File: src/rtl/snake_pkg.sv
// Shared types for the snake link: direction, link message types and the
// receive-side FSM state encodings exposed for debug.
package snake_pkg;

   typedef enum logic [1:0] {DIR_UP, DIR_RIGHT, DIR_DOWN, DIR_LEFT} direction;

   typedef enum logic [1:0] {MSG_START, MSG_DIR, MSG_SEED_X, MSG_SEED_Y} link_msg;

   localparam int LINK_TYPE_MSB = 7;
   localparam int LINK_TYPE_LSB = 6;

   typedef enum logic [2:0] {RX_IDLE, RX_START, RX_DATA, RX_PARITY, RX_STOP} rx_state_t;
   typedef enum logic {P_ANY, P_SEED_Y} parse_state_t;

   // Message type carried in the top two bits of a link byte.
   function automatic link_msg msg_type(input logic [7:0] b);
      return link_msg'(b[LINK_TYPE_MSB:LINK_TYPE_LSB]);
   endfunction

endpackage

File: src/rtl/link_rx_if.sv
// Decoded-message bundle from link_rx to the game consumers.
// Pulses (rcvdir, seed_rdy, start_game, frame_err) are single-cycle strobes
// with no back-pressure: the consumer must accept them in the cycle they are
// high; dir2/seed_x_out/seed_y_out hold their value between pulses.
// rx_state, parse_state and last_byte are debug visibility only.
interface link_rx_if;
   import snake_pkg::*;

   direction     dir2;
   logic         rcvdir;
   logic [4:0]   seed_x_out;
   logic [4:0]   seed_y_out;
   logic         seed_rdy;
   logic         start_game;
   logic         frame_err;
   rx_state_t    rx_state;
   parse_state_t parse_state;
   logic [7:0]   last_byte;

   modport master (output dir2, rcvdir, seed_x_out, seed_y_out, seed_rdy,
                          start_game, frame_err, rx_state, parse_state, last_byte);
   modport slave  (input  dir2, rcvdir, seed_x_out, seed_y_out, seed_rdy,
                          start_game, frame_err, rx_state, parse_state, last_byte);
endinterface

File: src/rtl/link_uart_rx.sv
// UART byte receiver: 2-flop synchronizer plus byte FSM.
// Optional feature: define LINK_PARITY_EN for 8E1 frames (even parity);
// default build receives 8N1.
module link_uart_rx
   import snake_pkg::*;
#(
   parameter int CLKS_PER_BIT = 651
) (
   input  logic       clk,
   input  logic       rst,
   input  logic       rx,
   output logic [7:0] byte_data,
   output logic       byte_valid,
   output logic       frame_err,
   output rx_state_t  state
);

   localparam int CW = $clog2(CLKS_PER_BIT);
   localparam logic [CW-1:0] LAST    = CW'(CLKS_PER_BIT - 1);
   localparam logic [CW-1:0] HALF_M1 = CW'(CLKS_PER_BIT / 2 - 1);

   logic s1, s2, s3;
   logic [CW-1:0] cnt, cnt_n;
   logic [7:0] shift, shift_n;
   logic [2:0] idx, idx_n;
   logic hold, hold_n;
   logic par_bad, par_bad_n;
   logic valid_n, err_n;
   rx_state_t state_n;
   logic fall, tick;

   assign fall      = s3 & ~s2;
   assign tick      = (cnt == LAST);
   assign byte_data = shift;

   // Synchronizer (idle high) plus one extra stage for falling-edge detection.
   always_ff @(posedge clk or posedge rst) begin
      if (rst) begin
         s1 <= 1'b1;
         s2 <= 1'b1;
         s3 <= 1'b1;
      end else begin
         s1 <= rx;
         s2 <= s1;
         s3 <= s2;
      end
   end

   // FSM state and datapath registers.
   always_ff @(posedge clk or posedge rst) begin
      if (rst) begin
         state      <= RX_IDLE;
         cnt        <= '0;
         shift      <= '0;
         idx        <= '0;
         hold       <= 1'b0;
         par_bad    <= 1'b0;
         byte_valid <= 1'b0;
         frame_err  <= 1'b0;
      end else begin
         state      <= state_n;
         cnt        <= cnt_n;
         shift      <= shift_n;
         idx        <= idx_n;
         hold       <= hold_n;
         par_bad    <= par_bad_n;
         byte_valid <= valid_n;
         frame_err  <= err_n;
      end
   end

   // Next-state: bit timing restarts at the falling edge so each sample sits mid-bit.
   always_comb begin
      state_n   = state;
      cnt_n     = cnt + CW'(1);
      shift_n   = shift;
      idx_n     = idx;
      hold_n    = hold;
      par_bad_n = par_bad;
      valid_n   = 1'b0;
      err_n     = 1'b0;
      case (state)
         RX_IDLE: begin
            cnt_n  = '0;
            hold_n = 1'b0;
            if (fall) state_n = RX_START;
         end
         RX_START: begin
            if (cnt == HALF_M1) begin
               cnt_n   = '0;
               idx_n   = '0;
               state_n = s2 ? RX_IDLE : RX_DATA;
            end
         end
         RX_DATA: begin
            if (tick) begin
               cnt_n   = '0;
               shift_n = {s2, shift[7:1]};
               idx_n   = idx + 3'd1;
               if (idx == 3'd7) begin
`ifdef LINK_PARITY_EN
                  state_n = RX_PARITY;
`else
                  state_n = RX_STOP;
`endif
               end
            end
         end
`ifdef LINK_PARITY_EN
         RX_PARITY: begin
            if (tick) begin
               cnt_n     = '0;
               par_bad_n = ^{shift, s2};
               state_n   = RX_STOP;
            end
         end
`endif
         RX_STOP: begin
            if (hold) begin
               // Broken stop bit: wait for the line to return high.
               cnt_n = '0;
               if (s2) state_n = RX_IDLE;
            end else if (tick) begin
               cnt_n = '0;
               if (!s2) begin
                  err_n  = 1'b1;
                  hold_n = 1'b1;
               end else begin
                  if (par_bad) err_n = 1'b1;
                  else         valid_n = 1'b1;
                  state_n = RX_IDLE;
               end
            end
         end
         default: state_n = RX_IDLE;
      endcase
   end

endmodule

File: src/rtl/link_rx.sv
// Link receiver top: UART byte receiver plus message parser that turns bytes
// into direction, seed-pair and start-game events.
// Optional feature: LINK_PARITY_EN (8E1 frames, handled in link_uart_rx).
module link_rx
   import snake_pkg::*;
#(
   parameter int CLK_HZ = 75_000_000,
   parameter int BAUD   = 115_200
) (
   input  logic      clk,
   input  logic      rst,
   input  logic      rx,
   link_rx_if.master link
);

   // Must be at least 8 for the mid-bit sampling to have margin.
   localparam int CLKS_PER_BIT = CLK_HZ / BAUD;

   logic [7:0] byte_data;
   logic byte_valid, byte_err;
   rx_state_t rx_state;

   link_uart_rx #(.CLKS_PER_BIT(CLKS_PER_BIT)) u_uart (
      .clk        (clk),
      .rst        (rst),
      .rx         (rx),
      .byte_data  (byte_data),
      .byte_valid (byte_valid),
      .frame_err  (byte_err),
      .state      (rx_state)
   );

   parse_state_t pstate, pstate_n;
   logic [4:0] pend, pend_n;
   direction dir_q, dir_n;
   logic [4:0] sx_q, sx_n, sy_q, sy_n;
   logic rcv_q, rcv_n, seed_q, seed_n, start_q, start_n, ferr_q, ferr_n;
   logic as_any;
   link_msg msg;

   assign msg = msg_type(byte_data);

   // Parser state and registered outputs.
   always_ff @(posedge clk or posedge rst) begin
      if (rst) begin
         pstate  <= P_ANY;
         pend    <= '0;
         dir_q   <= direction'(2'd0);
         sx_q    <= '0;
         sy_q    <= '0;
         rcv_q   <= 1'b0;
         seed_q  <= 1'b0;
         start_q <= 1'b0;
         ferr_q  <= 1'b0;
      end else begin
         pstate  <= pstate_n;
         pend    <= pend_n;
         dir_q   <= dir_n;
         sx_q    <= sx_n;
         sy_q    <= sy_n;
         rcv_q   <= rcv_n;
         seed_q  <= seed_n;
         start_q <= start_n;
         ferr_q  <= ferr_n;
      end
   end

   // Decode: a seed pair is only published when SEED_Y directly follows SEED_X.
   always_comb begin
      pstate_n = pstate;
      pend_n   = pend;
      dir_n    = dir_q;
      sx_n     = sx_q;
      sy_n     = sy_q;
      rcv_n    = 1'b0;
      seed_n   = 1'b0;
      start_n  = 1'b0;
      ferr_n   = 1'b0;
      as_any   = 1'b0;
      if (byte_err) begin
         ferr_n   = 1'b1;
         pend_n   = '0;
         pstate_n = P_ANY;
      end else if (byte_valid) begin
         if (pstate == P_SEED_Y) begin
            if (msg == MSG_SEED_Y) begin
               sx_n     = pend;
               sy_n     = byte_data[4:0];
               seed_n   = 1'b1;
               pend_n   = '0;
               pstate_n = P_ANY;
            end else if (msg == MSG_SEED_X) begin
               pend_n = byte_data[4:0];
            end else begin
               pend_n   = '0;
               pstate_n = P_ANY;
               as_any   = 1'b1;
            end
         end else begin
            as_any = 1'b1;
         end
      end
      if (as_any) begin
         case (msg)
            MSG_DIR: begin
               dir_n = direction'(byte_data[1:0]);
               rcv_n = 1'b1;
            end
            MSG_START: start_n = 1'b1;
            MSG_SEED_X: begin
               pend_n   = byte_data[4:0];
               pstate_n = P_SEED_Y;
            end
            default: ;
         endcase
      end
   end

   assign link.dir2        = dir_q;
   assign link.rcvdir      = rcv_q;
   assign link.seed_x_out  = sx_q;
   assign link.seed_y_out  = sy_q;
   assign link.seed_rdy    = seed_q;
   assign link.start_game  = start_q;
   assign link.frame_err   = ferr_q;
   assign link.rx_state    = rx_state;
   assign link.parse_state = pstate;
   assign link.last_byte   = byte_data;

endmodule
File: src/flat_wrapper.sv
// flat-port wrapper written by rule: the top's interface ports become plain ports
module link_rx_flat import snake_pkg::*;
#(
   parameter int CLK_HZ = 75_000_000,
   parameter int BAUD   = 115_200
)
  (clk, rst, rx, link_dir2, link_rcvdir, link_seed_x_out, link_seed_y_out, link_seed_rdy, link_start_game, link_frame_err, link_rx_state, link_parse_state, link_last_byte);
  link_rx_if link_i ();
  input  logic clk;
  input  logic rst;
  input  logic rx;
  output wire logic [$bits(link_i.dir2)-1:0] link_dir2;
  output wire logic [$bits(link_i.rcvdir)-1:0] link_rcvdir;
  output wire logic [$bits(link_i.seed_x_out)-1:0] link_seed_x_out;
  output wire logic [$bits(link_i.seed_y_out)-1:0] link_seed_y_out;
  output wire logic [$bits(link_i.seed_rdy)-1:0] link_seed_rdy;
  output wire logic [$bits(link_i.start_game)-1:0] link_start_game;
  output wire logic [$bits(link_i.frame_err)-1:0] link_frame_err;
  output wire logic [$bits(link_i.rx_state)-1:0] link_rx_state;
  output wire logic [$bits(link_i.parse_state)-1:0] link_parse_state;
  output wire logic [$bits(link_i.last_byte)-1:0] link_last_byte;
  assign link_dir2 = link_i.dir2;
  assign link_rcvdir = link_i.rcvdir;
  assign link_seed_x_out = link_i.seed_x_out;
  assign link_seed_y_out = link_i.seed_y_out;
  assign link_seed_rdy = link_i.seed_rdy;
  assign link_start_game = link_i.start_game;
  assign link_frame_err = link_i.frame_err;
  assign link_rx_state = link_i.rx_state;
  assign link_parse_state = link_i.parse_state;
  assign link_last_byte = link_i.last_byte;
  link_rx #(.CLK_HZ(CLK_HZ), .BAUD(BAUD)) u_core (.clk(clk), .rst(rst), .rx(rx), .link(link_i));
endmodule
File: config.mk
export PLATFORM = sky130hd
export DESIGN_NAME = link_rx_flat
export DESIGN_NICKNAME = d
export VERILOG_FILES = /design/src/rtl/snake_pkg.sv /design/src/rtl/link_rx_if.sv /design/src/rtl/link_uart_rx.sv /design/src/rtl/link_rx.sv /design/src/flat_wrapper.sv
export SDC_FILE = /design/constraint.sdc
export NUM_CORES = 1
export LEC_CHECK = 0
export CORE_MARGIN = 10
export CORE_UTILIZATION = 54
export DETAILED_ROUTE_END_ITERATION = 10
export PLACE_DENSITY = 0.84
export SLEW_MARGIN = 20
export SYNTH_ARGS = -nofsm -noshare
export SYNTH_HDL_FRONTEND = slang
export SYNTH_HIERARCHICAL = 1
export SYNTH_SLANG_ARGS = --single-unit
File: constraint.sdc
create_clock -name clk -period 2.2 [get_ports clk]
set_input_delay 0.33 -clock clk [delete_from_list [all_inputs] [get_ports clk]]
set_output_delay 0.33 -clock clk [all_outputs]
set_load 0.02 [all_outputs]
* After elaboration in Yosys (flattened, before gate mapping)
Index checks and enable logic that the tools add are counted.
** Storage, ports and cells
- Flip-flop bits (word level) :: 52
- Logic and storage cells :: 101
- Output and inout port bits :: 28
- Bits of input ports :: 3
** Cells by class
- Bitwise operators :: 3
- Multiplexer cells :: 54
- Reduce and logical (&&, ||, !) cells :: 9
- Eq/ne operators :: 14
- Add/sub/neg operators :: 2
** Operator list (count)
- $pmux 10 s4 :: 1
- $mux 5 :: 7
- $mux 1 :: 30
- $mux 10 :: 3
- $mux 3 :: 9
- $pmux 3 s4 :: 1
- $add 10x1->10 const B :: 1
- $eq 10x10->1 const B :: 1
- $eq 10x9->1 const B :: 1
- $ne 2x2->1 const B :: 4
- $eq 3x3->1 const B :: 2
- $pmux 3 s2 :: 1
- $reduce_and 5->1 :: 1
- $eq 2x2->1 const B :: 2
- $reduce_and 2->1 :: 2
- $reduce_and 4->1 :: 1
- $reduce_bool 2->1 :: 2
- $add 3x1->3 const B :: 1
- $eq 3x1->1 const B :: 1
- $eq 3x2->1 const B :: 1
- $logic_not 3->1 :: 1
- $ne 3x3->1 const B :: 1
- $reduce_and 3->1 :: 1
- $eq 2x1->1 const B :: 1
- other kinds (5) :: 6

* Logic depth before layout (Yosys ltp)
Gate-level depths: netlist (run 1).
- Depth after elaboration :: 8
- Gate-level depth with buffers :: 7
- Gate-level depth less buffers :: 6

* Cells and area by module
Netlist (run 1), hierarchy kept.
** Modules (own cells, without submodules)
- link_uart_rx :: cells an instance 123, instances 1, area each 1410.1 µm², seq. area each 754.5 µm²
- link_rx :: cells an instance 53, instances 1, area each 864.6 µm², seq. area each 550.5 µm²

* Least setup slack after synthesis (run 1)
No wires, ideal clock.
- Kind :: register to register
- Start point :: reg u_core.u_uart.state[0]
- End point :: reg u_core.u_uart.shift[0], in the netlist u_core/u_uart/byte_data[0]
- Setup slack :: 0.597 ns
- Arrival :: 1.479 ns
- Required time :: 2.075 ns
- Stages on the path, launching flop included :: 6
- Library setup time :: 0.125 ns
- Path buffers :: 2
- Clock period less this slack :: 1.603 ns
- Path through :: dfrtp_1 clkbuf_2 nor4bb_1 nand4_1 buf_2 mux2_2
** On the way
- Cells in the longest elaborated chain, start to end :: 2
** Ends and longest elaborated chain
- start, declared :: RTL line link_uart_rx.sv:15 : output rx_state_t state
- start signal, assigned :: RTL line link_uart_rx.sv:61 : state <= state_n;
- $eq 3x2->1 :: RTL line link_uart_rx.sv:82 : case (state)
- $reduce_and 2->1 (no source line)
- end signal, assigned :: RTL line link_uart_rx.sv:63 : shift <= shift_n;
- end, declared :: RTL line link_uart_rx.sv:24 : logic [7:0] shift, shift_n;
Every way passes these cells.
A chain may end at the register's enable or synchronous reset.

* Worst setup path in the final report (run 1)
- Start point :: reg u_core.u_uart.state[1]
- End point :: out link_rx_state[1]
** RTL lines
- end, declared :: RTL line flat_wrapper.sv:19 : output wire logic [$bits(link_i.rx_state)-1:0] link_rx_state;
No word-level cell between the ends.

==> results.toml, run 1 <==
[drt]
wl_per_cell_microns = 15.5
firstDrtPassIters = 4
via_per_inst = 5.54
drtIter0Drc = 60
drc = 0
detail-route-antenna-nets = 0
num_vias = 1452
routed_wl_mm = 4.07

[logic_synthesis]
syn_inst = 176
synth_ff_type = "dfrtp_1"
synth_edf_count = 0
avgSynthCellArea_sq_um = 12.9
synth_top_cell_area_share = 0.539
ys_seq_area_frac = 0.574
synth-async-reset-ratio = 1.00
synth_nets = 184
ys_seq_elements = 52
yosysMostFrequentCell = "dfrtp_1"
syn-cell-area_sq_um = 2270
ys_types = 46
synth_commonest_cells = "dfrtp_1, nor2_1, mux2_2, inv_1, mux2_4"
synth_top_cell_by_area = "dfrtp_1"
ys_warn_count = 6
netlist_top_cells_area = "dfrtp_1, mux2_4, mux2_2"

[power]
netSwitchingPower_uw = 500
p_seq_frac = 0.568
combPwrFrac = 0.117
peakVddDrop_uv = 570
p_leak_nw = 1.33
p_int_mw = 1.47
swShare = 0.254
clkPwrFrac = 0.315
power_density_nw_per_um2 = 719

[floorplanning]
start_util = 0.565
core_sq_um = 4030
row_count = 23
ios = 31
fp.dieW_microns = 84.9
die_h_microns = 84.9
die-area_sq_um = 7210

[critical_path]
reg2reg_depth = 5
start_kind = "flip-flop"
worstPathMaxFanout = 12
slowest_delay_ns = 0.68
endpoint_kind = "output port"
cp_slowest_cell = "clkdlybuf4s50_1"
r2r_start = "u_core/u_uart/idx[0]$_DFFE_PP0P_"
crit_family = "buffers and inverters"
arrival_ns = 1.53
crit_path_start = "u_core/u_uart/state[1]$_DFFE_PP0P_"
path_cells = "clkdlybuf4s50_1"
path_class = "reg -> out"
worst-path-buf-inv = 1
rrSetupSlack_ns = 0.39
worstPathRequired_ns = 1.87
r2r_end = "u_core/u_uart/state[0]$_DFFE_PP0P_"

[place]
dpl.hpwl_mm = 3.09
io_buffers = 30
place_area_sq_um = 2630
dp_cells = 254
place.gp.congestion = 0.829

[sta]
final_hold_viol_count = 0
rsz0062_at_grt = "false"
whs_ns = 0.359
setup_viol = 0
finClkSkew_ns = 0.00522
max_freq_mhz = 539
slew_violations = 0
max_slew_margin = 0.604
final.setup.tns_ns = 0
period_needed_ns = 1.86
fin_crit_sh = 0.844
worst_pin_slew_ns = 0.590

[finish]
nets = 219
antenna_cells = 0
area_growth_pct = 20.3
regArea_sq_um = 1310
layout-drive-gt1-share = 0.189
multi_input_area_sq_um = 901
fin_area_sq_um = 2740
fin_cells = 262
num-fill-cells = 289

[clocking]
postCtsSetupRepairBufs = 0
clk_latency_ns = 0.29
clk_pin_slew_ns = 0.08
htreeDepth = 2
clockBufferDepth = 2
cts_hold_buffers = 0
cts_tree = "built"
cts_buffers = 5
cts_resized = 0
root_buffer = "clkbuf_8"
clkSinkCount = 52

[global_routing]
grtUsageTotal = 0.117
grt_pass1_vias = 1532
antenna_found_initial = 0
grt_pass1_wl_mm = 7.10
grt-ovfl-total = 0
grt_start_max_net_pins = 31

[worst_hold_path]
hold_path.startpoint = "u_core/u_uart/s1$_DFF_PP1_"
whs_endpoint = "u_core/u_uart/s2$_DFF_PP1_"
hold_path_class = "reg -> reg"
min_delay_path_depth = 0

[run]
maxCapViolCount = 0

[run_status]
status = "complete, no violations"
## final cells by class
type                       count  share of cell area
clock buffer                   6              0.0265
clock inverter                 2              0.0128
inverter                      10              0.0137
multi-input combinational    109               0.329
sequential                    52               0.477
tap                           50              0.0229
timing repair buffer          33               0.118
## worst max-delay path by stage
stage,to,depth (start not counted)
after floorplan,u_core/u_uart/byte_data[0]$_DFFE_PP0P_,5
after global placement,u_core/u_uart/byte_data[5]$_DFFE_PP0P_,6
after detailed placement,u_core/u_uart/state[0]$_DFFE_PP0P_,5
after CTS,link_rx_state[1],1
after global routing,link_rx_state[1],1
final,link_rx_state[1],1
## kinds of logic after synthesis
family	Yosys count	synth area share
simple gates	57	0.155
flops	52	0.574
mux	21	0.118
compound gates	18	0.0649
buf+inv	15	0.0303
xor+xnor	8	0.0308
fa+ha+maj	5	0.0275
## layer usage
layer | vias to the layer above | track usage | part of all wire
met5 | - | 0 | 0
met2 | 35 | 0.195 | 0.50
met1 | 715 | 0.127 | 0.42
li1 | 696 | - | -
met4 | 0 | 0.0569 | 0.011
met3 | 6 | 0.0468 | 0.076
## cells in the final DEF, fill, tap and decap left out, drive strengths merged, types with 2 or more instances in the layout
cell	count
and4bb	2
and2	2
nand2	4
nor3b	2
a21o	2
nand2b	3
dfstp	3
clkdlybuf4s50	30
inv	10
ha	5
nand4	6
xnor2	6
xor2	2
a22o	7
or3b	2
nor2b	4
nor2	15
buf	3
dfrtp	49
clkbuf	6
nor4	2
nand3	5
nor3	3
mux2	20
## registers in the layout, indices dropped and copies added (netlist names)
register	flops
u_core/u_uart/s2	1
u_core/u_uart/byte_valid	1
u_core/link.seed_y_out	5
u_core/pend	5
u_core/u_uart/s1	1
u_core/u_uart/idx	3
u_core/link.rcvdir	1
u_core/u_uart/hold	1
u_core/link.frame_err	1
u_core/u_uart/s3	1
u_core/u_uart/state	3
u_core/u_uart/cnt	10
u_core/link.seed_rdy	1
u_core/link.parse_state	1
u_core/u_uart/byte_data	8
u_core/link.dir2	2
u_core/link.seed_x_out	5
u_core/link.start_game	1
u_core/u_uart/frame_err	1
## stage by stage
step	utilization	total power [mW]	setup WS (ns)
2_1_floorplan	-	1.31	0.597
3_3_place_gp	0.652	1.35	0.561
3_5_place_dp	0.652	1.37	0.437
4_1_cts	0.679	1.99	0.332
5_1_grt	0.679	2.08	0.245
6_report	0.679	1.97	0.343
## power by group through the flow
stage / combinational [mW] / sequential, mW / clock [mW]
floorplan: 0.192 / 1.11 / 0
global placement: 0.220 / 1.13 / 0
detailed placement: 0.231 / 1.14 / 0
CTS: 0.233 / 1.12 / 0.641
global route: 0.265 / 1.13 / 0.679
finish: 0.230 / 1.12 / 0.620
Note: power is estimated with default switching activity, not from simulation.
==> run 2: changes to the inputs <==
clock period = 1.77 ns   (was 2.2 ns; I/O delays follow)
==> results.toml, run 2 (synthesis results as in run 1) <==
[finish]
regArea_sq_um = 1310
area_growth_pct = 24.1
final_cell_mix = "dfrtp_1, clkdlybuf4s50_1, nor2_1, buf_4, mux2_2"
antenna_cells = 0
num-fill-cells = 287
nets = 227
multi_input_area_sq_um = 928
regMostFlops = "u_core/u_uart/cnt"
fin_area_sq_um = 2820
mostFrequentLayoutCell = "dfrtp_1"
layout-drive-gt1-share = 0.245
utilization = 0.701
fin_cells = 270
largest_register_ffs = 10

[sta]
setup_viol = 0
finClkSkew_ns = 0.0115
fin_ws_ns = 0.0753
period_needed_ns = 1.69
slew_violations = 0
final_hold_viol_count = 0
max_freq_mhz = 590
max_slew_margin = 0.669
fin_crit_sh = 0.957
worst_pin_slew_ns = 0.496

[power]
peakVddDrop_uv = 487
p_leak_nw = 1.42
power_density_nw_per_um2 = 865
total_power_mw = 2.44

[clocking]
cts_hold_buffers = 0
htreeDepth = 2
clk_pin_slew_ns = 0.10
cts_tree = "built"
root_buffer = "clkbuf_8"
clkSinkCount = 52
clk_latency_ns = 0.31
clockBufferDepth = 2
cts_buffers = 5

[critical_path]
cp_slowest_cell = "clkdlybuf4s50_1"
reg2reg_depth = 6
crit_family = "buffers and inverters"
arrival_ns = 1.43
path_class = "reg -> out"
start_kind = "flip-flop"
path_cells = "clkdlybuf4s50_1"
worstSetupPathDepth = 1
worst-path-buf-inv = 1
slowest_delay_ns = 0.65
worstPathRequired_ns = 1.50
worstPathMaxFanout = 8
endpoint_kind = "output port"

[global_routing]
grt_pass1_wl_mm = 7.25
grtUsageTotal = 0.123
antenna_found_initial = 0
grt-ovfl-total = 0
grt_pass1_vias = 1554
grt_start_max_net_pins = 31

[place]
dpl.hpwl_mm = 3.28
dp_cells = 261
place_area_sq_um = 2680
pre_cts_slack_ns = 0.0780
io_buffers = 30
place.gp.congestion = 0.844

[run]
maxCapViolCount = 0

[floorplanning]
start_util = 0.565
die-area_sq_um = 7210
die_h_microns = 84.9
ios = 31
core_sq_um = 4030
fp.dieW_microns = 84.9
row_count = 23

[drt]
routed_wl_mm = 4.37
detail-route-antenna-nets = 0
num_vias = 1474
wl_per_cell_microns = 16.2
drtIter0Drc = 66
drc = 0
firstDrtPassIters = 4
via_per_inst = 5.46

[run_status]
status = "complete, no violations"

[worst_hold_path]
hold_path_class = "in -> async"
==> run 2: power by group <==
group	internal (mW)	switching (mW)	total (mW)
sequential	1.27	0.110	1.38
clock	0.290	0.405	0.696
combinational	0.176	0.190	0.365
==> run 2: worst paths after layout <==
| path | from | to | slack [ns] |
|---|---|---|---|
| min | rst | u_core/pend[0]$_DFF_PP0_ | 0.30 |
| max in group asynchronous | rst | u_core/u_uart/s3$_DFF_PP1_ | 1.11 |
| max | u_core/u_uart/state[1]$_DFFE_PP0P_ | link_rx_state[1] | 0.08 |
| min in group clk | rx | u_core/u_uart/s1$_DFF_PP1_ | 0.36 |
| max reg2reg | u_core/u_uart/cnt[0]$_DFF_PP0_ | u_core/u_uart/frame_err$_DFF_PP0_ | 0.09 |
| min reg2reg | u_core/u_uart/s1$_DFF_PP1_ | u_core/u_uart/s2$_DFF_PP1_ | 0.36 |
==> run 2: timing repair <==
action	4_1_cts	5_1_grt
resized for setup	0	10
setup buffers	0	1
endpoints found under the setup margin	0	15
==> run 2: area by class of cell <==
| cell class | instances | area share |
|---|---|---|
| clock buffer | 5 | 0.0244 |
| sequential | 52 | 0.462 |
| tap | 50 | 0.0222 |
| clock inverter | 3 | 0.00975 |
| multi-input combinational | 109 | 0.329 |
| inverter | 10 | 0.0133 |
| timing repair buffer | 41 | 0.139 |
==> run 2: per-layer routing <==
metal | global-route usage | vias up | share of wire
met5 | 0 | - | 0
met4 | 0.0584 | 0 | 0.025
met3 | 0.0507 | 14 | 0.067
met2 | 0.205 | 40 | 0.50
met1 | 0.133 | 717 | 0.40
li1 | - | 703 | -
==> run 2: per-stage QoR <==
stage	hold WS (ns)	TNS, ns
2_1_floorplan	0.255	0
3_3_place_gp	0.348	0
3_5_place_dp	0.349	0
4_1_cts	0.301	0
5_1_grt	0.339	-0.0140
6_report	0.297	0
==> run 2: worst reg2reg max path: stages (launching register included) <==
cell and delay [ns]:
dfrtp_1 0.40, inv_2 0.07, ha_1 0.16, nor2b_1 0.17, nand4_2 0.18, or4_4 0.52
nor2_1 0.10
